$ cat src/rtl/pbuff_scanout.sv
// pbuff_scanout: VGA read side of the Nios II pixel buffer.
// Generates 640x480@60 timing from a divided pixel enable and scans the
// 160x120 4-bit buffer with 4x4 pixel replication through a registered-read
// port. The pipeline is two clocks deep: stage 1 registers the read address
// and the de/hs/vs copies, and stage 2 registers colour and the VGA outputs.
// frame_start and in_vblank come straight from the counters, unpipelined.
// Build option: define PBUFF_SCANOUT_PALETTE_EN to map each pixel through the
// fixed 16-entry CGA palette. Without it, r=g=b=pixel value (greyscale).
module pbuff_scanout #(
  parameter int CLK_DIV = 2,
  parameter int H_VIS   = 640,
  parameter int H_FP    = 16,
  parameter int H_SYNC  = 96,
  parameter int H_BP    = 48,
  parameter int V_VIS   = 480,
  parameter int V_FP    = 10,
  parameter int V_SYNC  = 2,
  parameter int V_BP    = 33,
  parameter int PB_W    = H_VIS / 4
) (
  input  logic        clk_clk,
  input  logic        reset_reset_n,
  output logic [14:0] pb_rd_adr,
  input  logic [3:0]  pb_rd_data,
  output logic [3:0]  vga_r,
  output logic [3:0]  vga_g,
  output logic [3:0]  vga_b,
  output logic        vga_hs,
  output logic        vga_vs,
  output logic        vga_de,
  output logic        frame_start,
  output logic        in_vblank
);

  localparam int H_TOT = H_VIS + H_FP + H_SYNC + H_BP;
  localparam int V_TOT = V_VIS + V_FP + V_SYNC + V_BP;
  localparam int DIV_W = (CLK_DIV > 1) ? $clog2(CLK_DIV) : 1;
  localparam int H_W   = $clog2(H_TOT);
  localparam int V_W   = $clog2(V_TOT);

  localparam logic [DIV_W-1:0] DIV_LAST  = DIV_W'(CLK_DIV - 1);
  localparam logic [H_W-1:0]   H_LAST    = H_W'(H_TOT - 1);
  localparam logic [H_W-1:0]   H_VIS_C   = H_W'(H_VIS);
  localparam logic [H_W-1:0]   HS_BEG    = H_W'(H_VIS + H_FP);
  localparam logic [H_W-1:0]   HS_END    = H_W'(H_VIS + H_FP + H_SYNC);
  localparam logic [V_W-1:0]   V_LAST    = V_W'(V_TOT - 1);
  localparam logic [V_W-1:0]   V_VIS_C   = V_W'(V_VIS);
  localparam logic [V_W-1:0]   V_LASTVIS = V_W'(V_VIS - 1);
  localparam logic [V_W-1:0]   VS_BEG    = V_W'(V_VIS + V_FP);
  localparam logic [V_W-1:0]   VS_END    = V_W'(V_VIS + V_FP + V_SYNC);

  // Row-major buffer address of screen pixel (h,v) under 4x4 replication.
  function automatic logic [14:0] pb_addr(input logic [H_W-1:0] h,
                                          input logic [V_W-1:0] v);
    logic [14:0] row;
    logic [14:0] col;
    row = 15'(v >> 2);
    col = 15'(h >> 2);
    return row * 15'(PB_W) + col;
  endfunction

  // Pixel index to 12-bit {r,g,b}.
  function automatic logic [11:0] pix_to_rgb(input logic [3:0] pix);
    logic [11:0] rgb;
`ifdef PBUFF_SCANOUT_PALETTE_EN
    case (pix)
      4'h0:    rgb = 12'h000;
      4'h1:    rgb = 12'h00A;
      4'h2:    rgb = 12'h0A0;
      4'h3:    rgb = 12'h0AA;
      4'h4:    rgb = 12'hA00;
      4'h5:    rgb = 12'hA0A;
      4'h6:    rgb = 12'hA50;
      4'h7:    rgb = 12'hAAA;
      4'h8:    rgb = 12'h555;
      4'h9:    rgb = 12'h55F;
      4'hA:    rgb = 12'h5F5;
      4'hB:    rgb = 12'h5FF;
      4'hC:    rgb = 12'hF55;
      4'hD:    rgb = 12'hF5F;
      4'hE:    rgb = 12'hFF5;
      default: rgb = 12'hFFF;
    endcase
`else
    rgb = {pix, pix, pix};
`endif
    return rgb;
  endfunction

  logic [DIV_W-1:0] pix_div;
  logic [H_W-1:0]   h_cnt;
  logic [V_W-1:0]   v_cnt;
  logic             pix_en;
  logic             h_wrap;

  assign pix_en = (pix_div == DIV_LAST);
  assign h_wrap = pix_en && (h_cnt == H_LAST);

  // Pixel clock divider: pix_en fires on the last clk of each pixel period.
  always_ff @(posedge clk_clk) begin
    if (!reset_reset_n)  pix_div <= '0;
    else if (pix_en)     pix_div <= '0;
    else                 pix_div <= pix_div + 1'b1;
  end

  // Raster counters: h advances per pixel, v advances on each h wrap.
  always_ff @(posedge clk_clk) begin
    if (!reset_reset_n) begin
      h_cnt <= '0;
      v_cnt <= '0;
    end else if (pix_en) begin
      h_cnt <= h_wrap ? '0 : h_cnt + 1'b1;
      if (h_wrap) v_cnt <= (v_cnt == V_LAST) ? '0 : v_cnt + 1'b1;
    end
  end

  logic        vis_c;
  logic        hs_c;
  logic        vs_c;
  logic [14:0] adr_c;

  assign vis_c = (h_cnt < H_VIS_C) && (v_cnt < V_VIS_C);
  assign hs_c  = !((h_cnt >= HS_BEG) && (h_cnt < HS_END));
  assign vs_c  = !((v_cnt >= VS_BEG) && (v_cnt < VS_END));
  assign adr_c = vis_c ? pb_addr(h_cnt, v_cnt) : 15'd0;

  // ---- stage 1: buffer read address and timing copies ----
  logic de_p1;
  logic hs_p1;
  logic vs_p1;

  // Issue the read address and register de/hs/vs alongside it.
  always_ff @(posedge clk_clk) begin
    if (!reset_reset_n) begin
      pb_rd_adr <= 15'd0;
      de_p1     <= 1'b0;
      hs_p1     <= 1'b1;
      vs_p1     <= 1'b1;
    end else begin
      pb_rd_adr <= adr_c;
      de_p1     <= vis_c;
      hs_p1     <= hs_c;
      vs_p1     <= vs_c;
    end
  end

  // ---- stage 2: colour and VGA outputs ----
  // pb_rd_data answers the address issued one clk earlier. Each buffer pixel
  // is held for 4*CLK_DIV clks, so the colour trails de/hs/vs by one clk only
  // on the first clk of each 4-pixel block.
  logic [11:0] rgb_c;
  assign rgb_c = pix_to_rgb(pb_rd_data);

  // Register the colour, blanked outside the visible region, plus aligned syncs.
  always_ff @(posedge clk_clk) begin
    if (!reset_reset_n) begin
      {vga_r, vga_g, vga_b} <= 12'h000;
      vga_de                <= 1'b0;
      vga_hs                <= 1'b1;
      vga_vs                <= 1'b1;
    end else begin
      {vga_r, vga_g, vga_b} <= de_p1 ? rgb_c : 12'h000;
      vga_de                <= de_p1;
      vga_hs                <= hs_p1;
      vga_vs                <= vs_p1;
    end
  end

  // Vertical-blank status for software, taken straight from the counters.
  always_ff @(posedge clk_clk) begin
    if (!reset_reset_n) begin
      frame_start <= 1'b0;
      in_vblank   <= 1'b0;
    end else begin
      frame_start <= h_wrap && (v_cnt == V_LASTVIS);
      in_vblank   <= (v_cnt >= V_VIS_C);
    end
  end

endmodule

$ cat config.mk
export PLATFORM = sky130hd
export DESIGN_NAME = pbuff_scanout
export DESIGN_NICKNAME = d
export VERILOG_FILES = /design/src/rtl/pbuff_scanout.sv
export SDC_FILE = /design/constraint.sdc
export NUM_CORES = 1
export LEC_CHECK = 0
export CORE_ASPECT_RATIO = 1.1
export CORE_MARGIN = 2
export CORE_UTILIZATION = 45
export CTS_CLUSTER_SIZE = 10
export DETAILED_ROUTE_END_ITERATION = 6
export PLACE_DENSITY = 0.69
export SLEW_MARGIN = 0
export SYNTH_ARGS = -nofsm -noshare
export SYNTH_HDL_FRONTEND = slang
export SYNTH_SLANG_ARGS = --single-unit
$ cat constraint.sdc
create_clock -name clk_clk -period 4.2 [get_ports clk_clk]
set_clock_uncertainty 0.15 [all_clocks]
set_input_delay 0.84 -clock clk_clk [delete_from_list [all_inputs] [get_ports clk_clk]]
set_output_delay 0.84 -clock clk_clk [all_outputs]
set_load 0.02 [all_outputs]
==> results of run 1 <==
==> worst max-delay path, delay by kind of cell (launching register included) <==
kind                     cells  cell delay [ps]
AO/OA/AOI/OAI                3              810
adder cells (fa/ha/maj)      3              960
flip-flops                   1              550
multiplexers                 1              300
AND/OR/NAND/NOR              1              140
==> where the power goes <==
part / switching [mW] / total (mW) / internal [mW]
logic: 0.0193 / 0.0355 / 0.0162
clock network: 0.151 / 0.345 / 0.195
registers: 0.00494 / 0.464 / 0.459
total: 0.175 / 0.845 / 0.670
==> Yosys cell counts (2+ instances only) <==
cell / n / area [sq um]
a21o_1: 2 / 15.0
a21oi_1: 7 / 35.0
and2_1: 9 / 56.3
and3_1: 9 / 56.3
and4_1: 2 / 17.5
and4bb_1: 2 / 25.0
buf_2: 2 / 10.0
buf_4: 9 / 67.6
clkbuf_1: 3 / 11.3
dfxtp_1: 48 / 961
fa_1: 2 / 40.0
ha_1: 20 / 250
inv_1: 11 / 41.3
nand2_1: 15 / 56.3
nand2b_1: 2 / 12.5
nand3_1: 10 / 50.1
nand4_1: 7 / 43.8
nor2_1: 35 / 131
nor2b_1: 2 / 12.5
nor3_1: 5 / 25.0
nor4_1: 5 / 31.3
o2111ai_1: 3 / 26.3
o21ai_0: 5 / 25.0
o21ba_2: 2 / 20.0
xnor2_1: 8 / 70.1
xor2_1: 13 / 114
==> registers in the layout, summed over array words and instances (netlist names), 4 cells and up <==
register,flops
pb_rd_adr,15
h_cnt,10
v_cnt,10
vga_b,4
==> routing by layer <==
layer  up-vias  track usage (%)  wire length [um]
li1        947                -                 -
met4         0             7.96                97
met5         -                0                 0
met3         9             3.51               223
met2        48             26.6              2150
met1       846             22.7              2050
==> logic make-up (layout without fill, tap and decap cells) <==
logic type / Yosys count / count (layout) / share of synthesized area [%]
AO/OA/AOI/OAI: 27 / 27 / 7.86
XOR/XNOR: 21 / 21 / 7.76
multiplexers: 2 / 2 / 0.897
buffers and inverters: 25 / 56 / 5.49
AND/OR/NAND/NOR: 112 / 112 / 25.2
flip-flops: 48 / 48 / 40.5
adder cells (fa/ha/maj): 22 / 22 / 12.2
==> worst paths after layout <==
kind / startpoint / endpoint / slack (ps)
worst max-delay path: v_cnt[5] / pb_rd_adr[14] / 1190
worst min register to register: vs_p1 / vga_vs / 270
worst min-delay path: vs_p1 / vga_vs / 270
worst max register to register: v_cnt[5] / pb_rd_adr[14] / 1190
==> stage by stage <==
| stage | std cells | hold WS, ps |
|---|---|---|
| floorplan | 257 | 236 |
| global placement | 338 | 245 |
| detailed placement | 338 | 246 |
| CTS | 346 | 266 |
| global route | 346 | 287 |
| finish | 346 | 268 |
==> cell type report <==
type / count / share of cell area [%]
Multi-Input combinational cell: 184 / 45.0
Clock inverter: 2 / 1.36
Inverter: 11 / 1.45
Tap cell: 58 / 2.55
Sequential cell: 48 / 33.8
Timing Repair Buffer: 37 / 13.0
Clock buffer: 6 / 2.90
==> flow_metrics.tcl, run 1 <==
set metrics [dict create \
    coreArea_sq_um 5030 \
    cts_made_buffers 5 \
    grt_max_degree 16 \
    end_kind "register" \
    outcome "completed" \
    cp_max_fo 10 \
    min_period_ps 3010 \
    fillers 438 \
    synth_ff_type "dfxtp_1" \
    cts_tree "yes" \
    start_util_pct 47.1 \
    worst_pin_slew_ps 501 \
    syn_area_sq_um 2370 \
    antenna_found_initial 0 \
    clock.fmax_ghz 0.333 \
    routed_via_density 5.35 \
    clkSlewWorstSetupHoldPaths_ps 90 \
    syn-instance-count 257 \
    final_util_pct 56.5 \
    postRouteAntennaNets 0 \
    slew_violations 0 \
    num_vias 1850 \
    layout-drive-gt1-share_pct 4.17 \
    avgSynthCellArea_sq_um 9.23 \
    start_kind "register" \
    die_y_um 80.1 \
    postCtsSetupRepairBufs 0 \
    yosysWarnings 0 \
    hold_class "register to register" \
    worst_slack_ps 1190 \
    multi_input_area_sq_um 1280 \
    slew_headroom_pct 66.4 \
    placed_area_sq_um 2730 \
    route.detailed.drc 0 \
    ctsHoldBuffers 0 \
    synthToLayoutAreaGrowth_pct 20.1 \
    first_iter_violations 106 \
    wl_per_cell_um 13.1 \
    diodes 0 \
    layout_common_cells "dfxtp_1, clkdlybuf4s50_1, nor2_1, ha_1, nand2_1" \
    critPathMostFrequentCell "ha_1" \
    die_w_um 73.2 \
    ys_seq_elements 48 \
    track_usage_pct 17.2 \
    grt_pass1_wl_um 7900 \
    gp_congestion 0.892 \
    ioPinCount 38 \
    port-buffer-count 37 \
    grt_setup_unrepaired "no" \
    ys_types 45 \
    hold_path_depth 1 \
    ir_drop_uv 271 \
    worstPathCellList "ha_1 > ha_1 > fa_1 > a211oi_1 > o21bai_1 > a21o_1 > nor4b_1 > mux2_1" \
    worstPathRequired_ps 4250 \
    synth_edf_count 0 \
    h-tree-depth 2 \
    syn_nets 285 \
    grt_overflow_total 0 \
    cp.arrival_ps 3050 \
    critPathKind "register to register" \
    rows 27 \
    insertion_delay_ps 300 \
    wirelength_um 4520 \
    synth-async-reset-ratio_pct 0 \
    cpPeakStageDelay_ps 550 \
    final_common_cell "dfxtp_1" \
    hold_viol_final 0 \
    design_power_total_mw 0.845 \
    setup-tns-final_ps 0 \
    p_leak_nw 1.20 \
    maxCapViolations 0 \
    firstDrtPassIters 4 \
    clk_path_buf_depth 2 \
    place_ws_ps 1210 \
    dp_hpwl_um 3340 \
    dieArea_sq_um 5870 \
    clkSinkCount 48 \
    slowest_stage "dfxtp_1" \
    fin_nets 315 \
    powerDensity_nw_per_um2 297 \
    setup_viol 0 \
    grt_pass1_vias 1764 \
    regArea_sq_um 961 \
    fin_area_sq_um 2850 \
    cts_resized 0 \
    finalCritPeriodShare_pct 71.6 \
    root_buffer "clkbuf_8" \
    r2r_cells 8 \
    synth.yosys.seq_area_share_pct 40.5 \
]
(Power assumes the default switching activity.)
==> run 2, diff against run 1 <==
- PLACE_DENSITY: 0.69 -> 0.72
- clock period: 4.2 -> 2.5 ns (I/O delays scaled with it)
==> run 2 against run 1 <==
Effect of this change:
- design area up 12%
- core utilization up 6.7 points
- fmax is 20% higher
- global-route usage increased by 0.91 points
- worst setup slack worse by 1200 ps
- sequential power up 68%
- flip-flop and latch count stayed put
- clock power grew 94%
- largest power group unchanged
- critical path depth is the same
- the run now ends with negative setup slack left
- combinational power is 79% higher
==> flow_metrics.tcl, run 2 (synthesis gave the netlist of run 1 again) <==
set metrics [dict create \
    dp_hpwl_um 3500 \
    hold_class "register to register" \
    first_iter_violations 73 \
    layout-drive-gt1-share_pct 17.9 \
    worst_slack_ps -4.06 \
    min_period_ps 2500 \
    slew_violations 0 \
    place_ws_ps -35.7 \
    track_usage_pct 18.1 \
    postRouteAntennaNets 0 \
    outcome "finished, violations left" \
    root_buffer "clkbuf_8" \
    cts_made_buffers 5 \
    p_leak_nw 1.32 \
    start_kind "register" \
    coreArea_sq_um 5030 \
    die_w_um 73.2 \
    grt_max_degree 17 \
    die_y_um 80.1 \
    route.detailed.drc 0 \
    r2r_cells 8 \
    r2r_start "v_cnt[4]" \
    worst_pin_slew_ps 443 \
    top_layer "met4" \
    fin_nets 339 \
    gp_congestion 0.903 \
    p_sw_share_pct 20.4 \
    power.switching_mw 0.308 \
    worstPathRequired_ps 2550 \
    antenna_found_initial 0 \
    min_to "vga_hs" \
    regMostFlops "pb_rd_adr" \
    diodes 0 \
    largest_register_ffs 15 \
    p_int_mw 1.20 \
    seqPwrFrac_pct 51.5 \
    finalNonFillerCells 370 \
    clk_path_buf_depth 2 \
    grt_setup_unrepaired "yes" \
    cp.arrival_ps 2550 \
    setup-tns-final_ps -4.06 \
    final_common_cell "dfxtp_1" \
    maxCapViolations 0 \
    comb_power_share_pct 4.2 \
    hold_viol_final 0 \
    powerDensity_nw_per_um2 475 \
    slew_headroom_pct 70.2 \
    routed_via_density 5.29 \
    clkSlewWorstSetupHoldPaths_ps 90 \
    critPathKind "register to register" \
    dieArea_sq_um 5870 \
    finalCritPeriodShare_pct 100 \
    ir_drop_uv 255 \
    firstDrtPassIters 5 \
    design_power_total_mw 1.51 \
    met3_length_um 281 \
    cts_tree "yes" \
    start_util_pct 47.1 \
    end_kind "register" \
    final_util_pct 63.2 \
    setup_viol 1 \
    clock.fmax_ghz 0.399 \
    insertion_delay_ps 300 \
    cp_max_fo 5 \
    hp-start "hs_p1" \
    wl_per_cell_um 14.0 \
    num_vias 1959 \
    dpl.cell_count 358 \
    synthToLayoutAreaGrowth_pct 34.2 \
    r2r_slack_ps -4 \
    clkSinkCount 48 \
    whs_ps 261 \
    layout_common_cells "dfxtp_1, clkdlybuf4s50_1, nor2_1, buf_4, nand2_1" \
    fin_area_sq_um 3180 \
    grt_pass1_vias 1831 \
    grt_overflow_total 0 \
    grt_pass1_wl_um 8250 \
    regToRegEndpoint "pb_rd_adr[14]" \
    power.share.clock_pct 44.3 \
    wl_met2_um 2490 \
    rows 27 \
    ioPinCount 38 \
    placed_area_sq_um 2890 \
    hold_path_depth 1 \
    port-buffer-count 37 \
    fillers 389 \
    wirelength_um 5180 \
    violations "negative setup slack" \
    h-tree-depth 2 \
    wl_met1_um 2320 \
    largestRegisters "pb_rd_adr: 15 flops, h_cnt: 10 flops, v_cnt: 10 flops" \
]
run 2: cell types whose count changed in the layout (fill, tap and decap cells not counted), sizes merged:
cell    before  now
buf          0   24
bufinv       1    2
clkbuf       6    5
clkinv       1    0
inv         11   12
run 2: how the worst max path moves through the flow:
stage | from | to | slack, ps
2_1_floorplan | v_cnt[3] | pb_rd_adr[14] | 10
3_3_place_gp | v_cnt[3] | pb_rd_adr[14] | 10
3_5_place_dp | v_cnt[3] | pb_rd_adr[14] | -40
4_1_cts | v_cnt[3] | pb_rd_adr[14] | -2
5_1_grt | v_cnt[4] | pb_rd_adr[14] | -60
6_report | v_cnt[4] | pb_rd_adr[14] | -4
run 2: repair_timing:
action,CTS,global route
setup buffers,0,4
gates resized for setup,5,17
pin swaps,2,7
endpoints found under the setup margin,2,4
hold buffers,0,0
run 2: worst max-delay path, stage by stage (launching register included):
cell     delay, ps
dfxtp_4        390
ha_2           190
ha_4           170
fa_2           580
o211a_1        180
nand3_2        110
nor3_2         200
nand3_1        120
mux2_4         310
run 2: power groups by stage:
stage,clock [mW],sequential [mW],combinational [mW]
finish,0.669,0.779,0.0636
CTS,0.685,0.780,0.0644
global route,0.709,0.781,0.0708
global placement,0,0.797,0.0630
detailed placement,0,0.798,0.0643
floorplan,0,0.799,0.0346
run 2: per-layer routing:
layer / up-vias / GRT usage [%]
met4: 0 / 6.85
met3: 8 / 3.76
met5: - / 0
met1: 889 / 22.7
li1: 990 / -
met2: 72 / 30.1
run 2: cell type report:
class                   instances  area [sq um]  share of cell area, %
clock inverters                 3          68.8                   2.16
clock buffers                   5          68.8                   2.16
flip-flops and latches         48           970                   30.5
repair buffers                 61           554                   17.4
multi-input cells             184          1410                   44.2
inverters                      11          41.3                   1.30
well taps                      58          72.6                   2.28
==> run 3, diff against run 2 <==
- CORE_MARGIN: 2 -> default
==> run 3 against run 2 <==
Effect of this change:
- the run ends with design-rule violations left
- critical path depth shrank 1
- sequential share of layout area grew 0.36 points
- first-iteration DRC count grew 19%
- die area shrank 5.2%
- design area shrank 1.3%
- worst setup slack gained 30 ps
- via count shrank 0.20%
- total power shrank 6.6%
- critical path type unchanged
==> flow_metrics.tcl, run 3 (synthesis gave the netlist of run 1 again) <==
set metrics [dict create \
    cts_made_buffers 5 \
    p_int_mw 1.10 \
    largestRegisters "pb_rd_adr: 15 flops, h_cnt: 10 flops, v_cnt: 10 flops" \
    largest_register_ffs 15 \
    grt_pass1_wl_um 8250 \
    whs_ps 262 \
    clock.fmax_ghz 0.404 \
    cpPeakStageDelay_ps 530 \
    postRouteAntennaNets 0 \
    clkSinkCount 48 \
    wirelength_um 4990 \
    dieArea_sq_um 5560 \
    root_buffer "clkbuf_8" \
    slew_violations 0 \
    worst_pin_slew_ps 362 \
    synthToLayoutAreaGrowth_pct 32.5 \
    die_w_um 71.2 \
    finalCritPeriodShare_pct 99.0 \
    track_usage_pct 18.6 \
    outcome "finished, violations left" \
    grt_max_degree 17 \
    routed_via_density 5.28 \
    grt_pass1_vias 1787 \
    design_power_total_mw 1.41 \
    use_met1_pct 23.9 \
    start_kind "register" \
    clkSlewWorstSetupHoldPaths_ps 90 \
    first_iter_violations 87 \
    maxCapViolations 0 \
    cp_max_fo 6 \
    worstPathRequired_ps 2550 \
    end_kind "register" \
    fin_nets 339 \
    ir_drop_uv 298 \
    violations "design-rule violations" \
    setup_viol 0 \
    critPathKind "register to register" \
    power.switching_mw 0.309 \
    clk_path_buf_depth 2 \
    grtUsageMet2_pct 29.5 \
    regArea_sq_um 968 \
    diodes 0 \
    p_leak_nw 1.31 \
    setup-tns-final_ps 0 \
    layout_common_cells "dfxtp_1, clkdlybuf4s50_1, nor2_1, buf_4" \
    worstPathCellList "ha_1 > ha_1 > a211oi_4 > or4b_1 > o2111ai_2 > nand3_1 > mux2_1" \
    cts_tree "yes" \
    grt_setup_unrepaired "yes" \
    regMostFlops "pb_rd_adr" \
    ctsHoldBuffers 0 \
    hold_class "register to register" \
    route.detailed.drc 7 \
    critPathMostFrequentCell "ha_1" \
    seqPwrFrac_pct 55.2 \
    dp_hpwl_um 3440 \
    layout-drive-gt1-share_pct 16.7 \
    slowest_stage "or4b_1" \
    insertion_delay_ps 300 \
    h-tree-depth 2 \
    powerDensity_nw_per_um2 449 \
    start_util_pct 47.1 \
    grt_most_used_layer "met2" \
    p_sw_share_pct 21.9 \
    coreArea_sq_um 5030 \
    num_vias 1955 \
    final_common_cell "dfxtp_1" \
    grt_overflow_total 0 \
    critPathBufInv 0 \
    min_period_ps 2470 \
    use_met3_pct 4.75 \
    fillers 424 \
    rows 27 \
    ioPinCount 38 \
    antenna_found_initial 0 \
    comb_power_share_pct 4.5 \
    power.share.clock_pct 40.3 \
    multi_input_area_sq_um 1390 \
    port-buffer-count 37 \
    wl_per_cell_um 13.5 \
    cp_top_family "adder cells" \
    gp_congestion 0.846 \
    slew_headroom_pct 75.6 \
    hold_viol_final 0 \
    die_y_um 78.1 \
    firstDrtPassIters 6 \
    cp.arrival_ps 2520 \
]
[run 3: cell count changes in the layout (fill, tap and decap cells not counted), sizes merged]
cell    before  now
inv         12   11
bufinv       2    1
clkinv       0    2
[run 3: area by class of cell]
cell class | count | area share (%)
repair buffers | 61 | 17.5
multi-input cells | 184 | 44.3
clock inverters | 3 | 1.51
inverters | 11 | 1.31
clock buffers | 5 | 2.19
flip-flops and latches | 48 | 30.8
well taps | 58 | 2.31
[run 3: per-stage QoR]
stage | std cells | worst slack (ps) | utilization [%] | instance area [sq um]
after floorplan | 257 | 12.1 | - | 2380
after global placement | 359 | 10.5 | 57.5 | 2890
after detailed placement | 359 | -45.8 | 57.5 | 2890
after CTS | 368 | -2.50 | 60.5 | 3040
after global routing | 370 | -41.4 | 62.4 | 3140
final | 370 | 26.1 | 62.4 | 3140
[run 3: worst paths after layout]
kind	endpoint	slack, ps	startpoint	depth (start not counted)
worst max register to register	pb_rd_adr[14]	30	v_cnt[4]	7
worst min register to register	vga_hs	260	hs_p1	1
worst max-delay path	pb_rd_adr[14]	30	v_cnt[4]	7
worst min-delay path	vga_hs	260	hs_p1	1
[run 3: power groups by stage]
stage,sequential (mW),combinational (mW),clock [mW]
final,0.779,0.0641,0.569
after global placement,0.797,0.0627,0
after detailed placement,0.798,0.0636,0
after floorplan,0.799,0.0346,0
after global routing,0.781,0.0697,0.625
after CTS,0.780,0.0640,0.583
[run 3: what timing repair did]
action / in CTS / in global routing
setup buffers: 1 / 2
hold endpoints to repair: 0 / 0
pin swaps: 2 / 8
resized for setup: 5 / 14
setup endpoints to repair: 2 / 3
[run 3: layer usage]
metal,vias to the layer above,wire length [um]
met3,8,308
met2,67,2340
li1,986,-
met5,-,0
met4,0,81
met1,894,2260
